## src/rtl/weights_clauses_stream_loader.sv

```systemverilog
// -----------------------------------------------------------------------------
// weights_clauses_stream_loader
//
// Upstream feeder for the weight/clauses SRAM write glue. Accepts a 32-bit
// valid/ready word stream and packs every WORDS_PER_LINE consecutive words into
// one SRAM line. For each completed line it presents the absolute glue address,
// the packed data words and a single-cycle write strobe for the selected region.
// The line address auto-increments over the programmed range.
//
// Ports:
//   i_clk, i_rst          clock (rising edge) and synchronous active-high reset
//   i_start               one-cycle launch pulse, honoured only when idle
//   i_target_sel          0 = weight region, 1 = clauses region (sampled at start)
//   i_start_line          region-local first line (sampled at start)
//   i_num_lines           number of lines to load (sampled at start)
//   i_abort               abandons a load that is filling or writing
//   i_s_valid/i_s_data    input word stream, o_s_ready is its ready
//   o_addr_reg            absolute line address to the glue (registered, held)
//   o_weight_data0..7     packed line, data0 = first word received (held)
//   o_cmd_weight_write    one-cycle write strobe for the weight region
//   o_cmd_Clauses_write   one-cycle write strobe for the clauses region
//   o_cmd_weight_read     tied low
//   o_cmd_Clauses_read    tied low
//   o_busy                high whenever the loader is not idle
//   o_done                one-cycle completion pulse (not raised on abort)
//   o_error               sticky range error, cleared by the next accepted start
//   o_lines_written       lines committed in the current or last load
// -----------------------------------------------------------------------------
module weights_clauses_stream_loader #(
  parameter int ADDR_WIDTH        = 11,
  parameter int WORD_WIDTH        = 32,
  parameter int WORDS_PER_LINE    = 8,
  parameter int CLAUSES_BASE_ADDR = 1024
) (
  input  logic                  i_clk,
  input  logic                  i_rst,
  input  logic                  i_start,
  input  logic                  i_target_sel,
  input  logic [ADDR_WIDTH-1:0] i_start_line,
  input  logic [ADDR_WIDTH:0]   i_num_lines,
  input  logic                  i_abort,
  input  logic                  i_s_valid,
  input  logic [WORD_WIDTH-1:0] i_s_data,
  output logic                  o_s_ready,
  output logic [ADDR_WIDTH-1:0] o_addr_reg,
  output logic [WORD_WIDTH-1:0] o_weight_data0,
  output logic [WORD_WIDTH-1:0] o_weight_data1,
  output logic [WORD_WIDTH-1:0] o_weight_data2,
  output logic [WORD_WIDTH-1:0] o_weight_data3,
  output logic [WORD_WIDTH-1:0] o_weight_data4,
  output logic [WORD_WIDTH-1:0] o_weight_data5,
  output logic [WORD_WIDTH-1:0] o_weight_data6,
  output logic [WORD_WIDTH-1:0] o_weight_data7,
  output logic                  o_cmd_weight_write,
  output logic                  o_cmd_Clauses_write,
  output logic                  o_cmd_weight_read,
  output logic                  o_cmd_Clauses_read,
  output logic                  o_busy,
  output logic                  o_done,
  output logic                  o_error,
  output logic [ADDR_WIDTH:0]   o_lines_written
);

  localparam int IDX_W = $clog2(WORDS_PER_LINE);
  localparam int CNT_W = ADDR_WIDTH + 1;
  // Range sums use two extra bits so start_line + num_lines + base cannot wrap.
  localparam int EXT_W = ADDR_WIDTH + 2;

  localparam logic [EXT_W-1:0]      BASE_EXT  = EXT_W'(CLAUSES_BASE_ADDR);
  localparam logic [EXT_W-1:0]      SPAN_EXT  = {2'b01, {ADDR_WIDTH{1'b0}}};
  localparam logic [ADDR_WIDTH-1:0] BASE_ADDR = ADDR_WIDTH'(CLAUSES_BASE_ADDR);
  localparam logic [IDX_W-1:0]      LAST_IDX  = IDX_W'(WORDS_PER_LINE - 1);

  typedef enum logic [1:0] {
    S_IDLE  = 2'd0,
    S_FILL  = 2'd1,
    S_WRITE = 2'd2,
    S_DONE  = 2'd3
  } state_t;

  state_t                  state_q,         state_d;
  logic                    target_q,        target_d;
  logic [ADDR_WIDTH-1:0]   start_line_q,    start_line_d;
  logic [CNT_W-1:0]        num_lines_q,     num_lines_d;
  logic [CNT_W-1:0]        line_ofs_q,      line_ofs_d;
  logic [CNT_W-1:0]        lines_written_q, lines_written_d;
  logic [IDX_W-1:0]        word_idx_q,      word_idx_d;
  logic [ADDR_WIDTH-1:0]   addr_q,          addr_d;
  logic [WORD_WIDTH-1:0]   data_q [WORDS_PER_LINE];
  logic [WORD_WIDTH-1:0]   data_d [WORDS_PER_LINE];
  logic                    cmd_w_q,         cmd_w_d;
  logic                    cmd_c_q,         cmd_c_d;
  logic                    done_q,          done_d;
  logic                    error_q,         error_d;

  logic [EXT_W-1:0]        req_sum_s;
  logic                    range_fail_s;
  logic                    last_line_s;

  // Range check of the requested load against the selected region.
  always_comb begin
    req_sum_s = {2'b00, i_start_line} + {1'b0, i_num_lines};
    if (i_target_sel) begin
      range_fail_s = ((BASE_EXT + req_sum_s) > SPAN_EXT);
    end else begin
      range_fail_s = (req_sum_s > BASE_EXT);
    end
  end

  // The line being written now is the final one of the load.
  always_comb begin
    last_line_s = ((lines_written_q + CNT_W'(1)) == num_lines_q);
  end

  // Next-state, datapath and strobe computation.
  always_comb begin
    state_d         = state_q;
    target_d        = target_q;
    start_line_d    = start_line_q;
    num_lines_d     = num_lines_q;
    line_ofs_d      = line_ofs_q;
    lines_written_d = lines_written_q;
    word_idx_d      = word_idx_q;
    addr_d          = addr_q;
    data_d          = data_q;
    error_d         = error_q;
    cmd_w_d         = 1'b0;
    cmd_c_d         = 1'b0;
    done_d          = 1'b0;

    case (state_q)
      S_IDLE: begin
        if (i_start) begin
          target_d        = i_target_sel;
          start_line_d    = i_start_line;
          num_lines_d     = i_num_lines;
          line_ofs_d      = {CNT_W{1'b0}};
          lines_written_d = {CNT_W{1'b0}};
          word_idx_d      = {IDX_W{1'b0}};
          error_d         = range_fail_s;
          if (range_fail_s || (i_num_lines == {CNT_W{1'b0}})) begin
            state_d = S_DONE;
            done_d  = 1'b1;
          end else begin
            state_d = S_FILL;
          end
        end else begin
          state_d = S_IDLE;
        end
      end

      S_FILL: begin
        // Abort wins over any handshake in the same cycle; the partial line
        // is simply forgotten by rewinding the word index.
        if (i_abort) begin
          state_d    = S_IDLE;
          word_idx_d = {IDX_W{1'b0}};
        end else if (i_s_valid) begin
          data_d[word_idx_q] = i_s_data;
          if (word_idx_q == LAST_IDX) begin
            // Address and strobe are registered here so they appear together
            // with the completed line in the WRITE cycle.
            word_idx_d = {IDX_W{1'b0}};
            state_d    = S_WRITE;
            addr_d     = (target_q ? BASE_ADDR : {ADDR_WIDTH{1'b0}})
                         + start_line_q + line_ofs_q[ADDR_WIDTH-1:0];
            cmd_w_d    = ~target_q;
            cmd_c_d    = target_q;
          end else begin
            word_idx_d = word_idx_q + IDX_W'(1);
          end
        end else begin
          word_idx_d = word_idx_q;
        end
      end

      S_WRITE: begin
        // The strobe already on the bus completes, so the line counts as
        // committed even if an abort arrives in this cycle.
        line_ofs_d      = line_ofs_q + CNT_W'(1);
        lines_written_d = lines_written_q + CNT_W'(1);
        if (i_abort) begin
          state_d = S_IDLE;
        end else if (last_line_s) begin
          state_d = S_DONE;
          done_d  = 1'b1;
        end else begin
          state_d = S_FILL;
        end
      end

      S_DONE: begin
        state_d = S_IDLE;
      end

      default: begin
        state_d    = S_IDLE;
        word_idx_d = {IDX_W{1'b0}};
      end
    endcase
  end

  // State and datapath registers with synchronous reset.
  always_ff @(posedge i_clk) begin
    if (i_rst) begin
      state_q         <= S_IDLE;
      target_q        <= 1'b0;
      start_line_q    <= {ADDR_WIDTH{1'b0}};
      num_lines_q     <= {CNT_W{1'b0}};
      line_ofs_q      <= {CNT_W{1'b0}};
      lines_written_q <= {CNT_W{1'b0}};
      word_idx_q      <= {IDX_W{1'b0}};
      addr_q          <= {ADDR_WIDTH{1'b0}};
      cmd_w_q         <= 1'b0;
      cmd_c_q         <= 1'b0;
      done_q          <= 1'b0;
      error_q         <= 1'b0;
      for (int k = 0; k < WORDS_PER_LINE; k++) begin
        data_q[k] <= {WORD_WIDTH{1'b0}};
      end
    end else begin
      state_q         <= state_d;
      target_q        <= target_d;
      start_line_q    <= start_line_d;
      num_lines_q     <= num_lines_d;
      line_ofs_q      <= line_ofs_d;
      lines_written_q <= lines_written_d;
      word_idx_q      <= word_idx_d;
      addr_q          <= addr_d;
      cmd_w_q         <= cmd_w_d;
      cmd_c_q         <= cmd_c_d;
      done_q          <= done_d;
      error_q         <= error_d;
      for (int k = 0; k < WORDS_PER_LINE; k++) begin
        data_q[k] <= data_d[k];
      end
    end
  end

  // Output mapping; ready and busy are direct decodes of the state register.
  always_comb begin
    o_s_ready           = (state_q == S_FILL);
    o_busy              = (state_q != S_IDLE);
    o_addr_reg          = addr_q;
    o_weight_data0      = data_q[0];
    o_weight_data1      = data_q[1];
    o_weight_data2      = data_q[2];
    o_weight_data3      = data_q[3];
    o_weight_data4      = data_q[4];
    o_weight_data5      = data_q[5];
    o_weight_data6      = data_q[6];
    o_weight_data7      = data_q[7];
    o_cmd_weight_write  = cmd_w_q;
    o_cmd_Clauses_write = cmd_c_q;
    o_cmd_weight_read   = 1'b0;
    o_cmd_Clauses_read  = 1'b0;
    o_done              = done_q;
    o_error             = error_q;
    o_lines_written     = lines_written_q;
  end

endmodule
```

## config.mk

```make
export PLATFORM = sky130hd
export DESIGN_NAME = weights_clauses_stream_loader
export DESIGN_NICKNAME = d
export VERILOG_FILES = /design/src/rtl/weights_clauses_stream_loader.sv
export SDC_FILE = /design/constraint.sdc
export NUM_CORES = 1
export LEC_CHECK = 0
export CAP_MARGIN = 20
export CORE_MARGIN = 2
export CORE_UTILIZATION = 45
export CTS_CLUSTER_SIZE = 30
export DETAILED_ROUTE_END_ITERATION = 8
export PLACE_DENSITY = 0.77
export SLEW_MARGIN = 40
export SYNTH_ARGS = -nofsm -noshare
export SYNTH_HDL_FRONTEND = slang
export SYNTH_SLANG_ARGS = --single-unit
```

## constraint.sdc

```tcl
create_clock -name i_clk -period 10.6 [get_ports i_clk]
set_input_delay 3.18 -clock i_clk [delete_from_list [all_inputs] [get_ports i_clk]]
set_output_delay 3.18 -clock i_clk [all_outputs]
set_load 0.01 [all_outputs]
```

==> metrics, run 1 <==
vias in the first global route between 10000 and 15000; Area contributors post-synth dfxtp_1 49%, nand2_1 17%, a21oi_1 12%, ha_1 3.5%, clkbuf_1 2.2%; vias per cell ~5.3; prevailing post-synth register cell dfxtp_1; initial core utilization 0.459; grt total ovfl 0; Worst Tran Pin Value 837 ps; EDFF count, synth 0; First DRT Iteration DRCs 983; number of detailed-route iterations in the first pass 5; post-synth cell types between 60 and 70; initial antenna violation count 0; Post-Route Utilization 0.616; asr flop ratio synth 0; RSZ-0062 raised after global routing false; GRT Total Usage 0.266; leading area contributor after synthesis dfxtp_1; crit-path cells clkdlybuf4s50_1, ha_1, a211oi_1, o21bai_1, a311o_1, a21oi_1, o21ai_0, xnor2_1, ha_1, o21ai_1, a21oi_1, a311oi_1; WP data arrival 6540 ps; cell family with most CP delay compound AO/OA/AOI/OAI gates; Mean Syn Cell Area a little under 8 sq um; hold wc startpoint o_addr_reg[7]; Yosys top cell area share 0.488; Seq cells post-synth approximately 320; CTS Sinks roughly 320; Final min period just over 6000 ps; # rows a little over 60; reg2reg start state_q[0]; hpwl dp just under 30 mm; DR WL/cell roughly 18 um; Resized cells post-CTS 0; first-pass GRT wire length 65.0 mm; maxcap violations 0; Total Routed Length ~42 mm; CTS tree yes; CTS Hold Bufs 0; largest net degree at the start of global routing 100; register area share after synthesis 0.488; r2r setup slk between 7000 and 8000 ps; maximum fanout along the worst path 4; Die ar. around 0.03 sq mm; I/O Pins approximately 350; Mapped Cells approximately 1700; area occupied by registers ~0.0065 sq mm; Worst Hold Depth 2; Peak Freq approximately 160 MHz; Final #Nets between 2000 and 2500; final hold slack around 450 ps; kind of critical path in -> reg; setup TNS 0 ps; clock latency on the worst-skew pair between 500 and 600 ps; Buf+Inv Stages, Crit Path 1; IO Port Bufs 345; Clock Path Buffers 3; Ys Warns 0; Reg clk slew, reported paths 60 ps; Die H 176 um; area of the multi-input gates a little over 0.006 sq mm; max_slew headroom 0.442; LEAKAGE between 6 and 7 nW; DRC 0; synthesized area roughly 0.013 sq mm; Via Count approximately 13000; fill count 2515; Worst VDD drop around 120 uV; Hold Crit Class reg -> reg; status finished clean; clk root buf clkbuf_16; Req. time, crit path between 10000 and 15000 ps; period utilization 0.580; Placeable Area between 0.02 and 0.03 sq mm; hold path endpoint o_addr_reg[7]; max-slew violations 0; GPL Wtd Cong between 0.8 and 0.9; Reg2Reg Capture Point o_weight_data2[21]; Worst Skew approximately 18 ps; setup bufs post-CTS 0; Worst Setup Start Kind input port; Area growth, synth to finish 34.2%; Die Wd ~180 um; Power Density 149 mW/mm^2; final hold vios 0; slowest stage delay, CP ~600 ps; Post-DRT Antenna Nets 0; R2R depth 8; CP max stage cell clkdlybuf4s50_1; final setup vio count 0; ratio of cells with drive above 1 in the final layout 0.0463; H-tree depth 2; Antenna Diode Count 0; Worst setup EP type flip-flop; clock buffer count from CTS 34
-- cells by family (layout without fill, tap and decap cells) --
kind of cell,Yosys count,after routing,share of synthesized area
AOI/OAI and AO/OA,385,385,0.156
DFF,323,323,0.488
xor gates and xnor gates,34,34,0.0225
adders and majority gates,39,39,0.0379
buffers and inverters,149,427,0.0571
other,1,2,0.000283
and+or+nand+nor,754,754,0.237
muxes,3,3,0.00236
-- synthesized netlist by cell type, drive strengths merged (3+ instances only) --
master and count:
o21bai 4, o21ai 19, nor3b 8, buf 64
nor3 12, and3 11, a211oi 4, or3 7
ha 37, nand3b 7, nand2b 4, nor2 46
a22oi 3, or2 5, xnor2 25, a21o 3
nand2 595, nand3 26, xor2 9, nor4 8
dfxtp 323, and4 3, o221ai 3, nor2b 6
inv 6, clkbuf 79, and2 3, a21oi 324
nand4 8, a311oi 4
-- layer usage --
layer / routed length [um] / up-vias / GRT usage
met4: 1950 / 0 / 0.124
met2: 19900 / 509 / 0.445
met5: 0 / - / 0
li1: - / 6092 / -
met1: 17100 / 5861 / 0.331
met3: 3370 / 108 / 0.0504
-- final cells by class --
cell class                      instances  area share
Sequential cell                       323       0.364
Clock inverter                         11     0.00654
Inverter                                6     0.00127
Multi-Input combinational cell       1217       0.342
Tap cell                              384      0.0270
Clock buffer                           47      0.0563
Timing Repair Buffer                  363       0.203
-- stage by stage --
step | power (W) | worst slack, ps | cell area, sq um | instances
5_1_grt | 0.00275 | 4280 | 17800 | 2351
3_5_place_dp | 0.00150 | 3950 | 16700 | 2293
4_1_cts | 0.00267 | 4490 | 17800 | 2351
2_1_floorplan | 0.00142 | 5030 | 13300 | 1689
3_3_place_gp | 0.00149 | 4210 | 16600 | 2292
6_report | 0.00265 | 4460 | 17800 | 2351
-- report_power, final --
group | switching [W] | total, W | internal [W]
sequential | 0.0000157 | 0.00125 | 0.00123
combinational | 0.000142 | 0.000229 | 0.0000870
clock | 0.000486 | 0.00118 | 0.000689
-- tightest hold or removal path, stage by stage (launching register included) --
cell     delay [ps]
dfxtp_1         310
nand2_1          50
a21oi_1          50
-- worst max path at each step --
| stage | from | to | cells past startpoint |
|---|---|---|---|
| after floorplan | i_start_line[1] | o_done | 11 |
| after global placement | i_num_lines[1] | state_q[1] | 13 |
| after detailed placement | i_num_lines[1] | o_done | 12 |
| after CTS | i_num_lines[1] | o_done | 12 |
| after global routing | i_num_lines[1] | o_done | 12 |
| final | i_num_lines[1] | o_done | 12 |
-- placed cells by master (no fill, tap or decap), types with 5 or more instances in the layout --
cell,instances
a21oi_1,324
dfxtp_1,323
clkbuf_8,8
nor2_1,46
xor2_1,9
or3_1,6
nand4_1,8
clkbuf_16,35
nand3b_1,7
inv_1,6
nand2_1,595
nor4_1,8
o21ai_0,18
nor3_1,10
ha_1,37
and3_1,11
nor2b_1,5
buf_4,17
xnor2_1,25
nand3_1,25
clkdlybuf4s50_1,344
No activity file was read; power rests on OpenSTA's default activity.
==> run 2: changes to the inputs <==
clock period = 5.85 ns   (was 10.6 ns; I/O delays follow)
==> metrics, run 2 (synthesis gave the netlist of run 1 again) <==
DRC 0 (unchanged); setup bufs post-CTS 0 (unchanged); CTS Sinks 323 (unchanged); Worst Hold Depth 2 (unchanged); Final min period approximately 4600 ps; Reg clk slew, reported paths 60 ps (about the same); hold path endpoint o_addr_reg[4]; Area growth, synth to finish 34.7%; reg2reg start state_q[0]; Via Count 12680 (+0.88%); CTS Hold Bufs 0 (unchanged); Antenna Diode Count 0 (unchanged); max_slew headroom 0.465 (+0.0226); Resized cells post-CTS 0 (unchanged); Die Wd 176 um (unchanged); placed cell count 2293 (unchanged); WP data arrival 5040 ps (-1500 ps); met2 routed WL 20.1 mm (+0.91%); area occupied by registers 0.00647 sq mm (unchanged); final setup vio count 0 (unchanged); Clock Path Buffers 3 (unchanged); Final WS setup 1240 ps (-3220 ps); initial antenna violation count 0 (unchanged); IO Port Bufs 345 (unchanged); vias per cell 5.38 (+0.62%); H-tree depth 2 (unchanged); kind of critical path in -> reg; DR WL/cell 17.9 um (-0.35%); final hold vios 0 (unchanged); Reg2Reg Capture Point o_weight_data3[17]; Worst Skew 18.7 ps (+0.332 ps); max-slew violations 0 (unchanged); highest-count cells in the layout ignoring fill and taps 595 x nand2_1, 344 x clkdlybuf4s50_1, 324 x a21oi_1; RSZ-0062 raised after global routing false; # rows 62 (unchanged); largest net degree at the start of global routing 151 (+51%); clk root buf clkbuf_16; grt total ovfl 0 (unchanged); commonest non-fill, non-tap cell in the layout nand2_1; GPL Wtd Cong 0.924 (+3.5%); hpwl dp 29.1 mm (-1.1%); First DRT Iteration DRCs 928 (-5.6%); area of the multi-input gates 0.00609 sq mm (about the same); detailed-routed wire length on met3 3.47 mm (+3.1%); status finished clean; Worst Tran Pin Value 802 ps (-35.1 ps); clock buffer count from CTS 35 (+2.9%); I/O Pins 348 (unchanged); LEAKAGE 6.12 nW (+0.61%); maxcap violations 0 (unchanged); Placeable Area 0.0289 sq mm (unchanged); Peak Freq approximately 220 MHz; Total Routed Length 42.3 mm (about the same); maximum fanout along the worst path 4 (unchanged); Worst Setup Start Kind input port; Final #Nets 2047 (+0.098%); number of detailed-route iterations in the first pass 5 (unchanged); Hold Crit Class reg -> reg; M1 wire length 17.0 mm (-0.38%); GRT Total Usage 0.263 (-0.00308); clock latency on the worst-skew pair 520 ps (about the same); initial core utilization 0.459 (unchanged); CTS tree yes; Power Density 274 mW/mm^2 (+84%); Tot Pwr 0.00490 W (+85%); Top Layer Used met4; Post-Route Utilization 0.619 (+0.00265); Finished Layout Cells 2357 (+0.26%); Die H 176 um (unchanged); vias in the first global route 11761 (-0.63%); setup TNS 0 ps (unchanged); r2r setup slk 3090 ps (-4710 ps); Setup WS pre-CTS 744 ps (-3200 ps); Worst VDD drop 175 uV (+46%); Post-DRT Antenna Nets 0 (unchanged); ratio of cells with drive above 1 in the final layout 0.0461 (-0.000141); first-pass GRT wire length 64.5 mm (-0.75%); fill count 2488 (-1.1%); Die ar. 0.0309 sq mm (unchanged); Req. time, crit path 6270 ps (-4730 ps); Worst setup EP type flip-flop; period utilization 0.789; R2R depth 7 (-1); hold wc startpoint o_addr_reg[4]
## run 2: cell types whose count changed in the layout (fill, tap and decap cells not counted)
cell | previous run | this run
buf_12 | 0 | 1
bufinv_16 | 1 | 2
clkbuf_1 | 4 | 9
clkbuf_8 | 8 | 9
clkinv_4 | 2 | 0
clkinvlp_4 | 1 | 0
inv_16 | 0 | 1
or3_1 | 6 | 7
or3_2 | 1 | 0
## run 2: metal layers
metal	global-route usage	vias to the layer above
li1	-	6091
met1	0.330	5961
met2	0.450	536
met3	0.0431	92
met4	0.105	0
met5	0	-
## run 2: worst max-delay path by stage
| stage | from | to | cells past startpoint |
|---|---|---|---|
| floorplan | i_start_line[1] | o_done | 11 |
| global placement | i_num_lines[1] | state_q[1] | 13 |
| detailed placement | i_num_lines[1] | o_done | 12 |
| CTS | i_num_lines[1] | o_done | 12 |
| global route | i_num_lines[1] | state_q[1] | 12 |
| finish | i_num_lines[1] | o_done | 12 |
## run 2: critical path: stages
cell	delay [ps]
clkdlybuf4s50_1	600
ha_1	280
a211oi_1	410
o21bai_1	200
a311o_1	410
a21oi_1	140
o21ai_0	120
xnor2_1	290
ha_1	300
o21ai_1	150
a21oi_1	120
a311oi_1	260
## run 2: layout make-up
class                           instances  share of cell area
Tap cell                              384              0.0269
Inverter                                6             0.00126
Clock buffer                           53              0.0579
Timing Repair Buffer                  364               0.203
Multi-Input combinational cell       1217               0.341
Clock inverter                         10             0.00791
Sequential cell                       323               0.362
## run 2: through the flow
step           instance area, sq um  hold WS (ps)
4_1_cts                       17800           454
3_5_place_dp                  16700           446
6_report                      17900           451
5_1_grt                       17900           466
3_3_place_gp                  16600           440
2_1_floorplan                 13300           441
## run 2: where the power goes
group / internal [W] / leakage, nW / total (W) / switching, W
Clock: 0.00132 / 0.579 / 0.00222 / 0.000900
Sequential: 0.00223 / 2.61 / 0.00226 / 0.0000289
Combinational: 0.000159 / 2.94 / 0.000418 / 0.000259
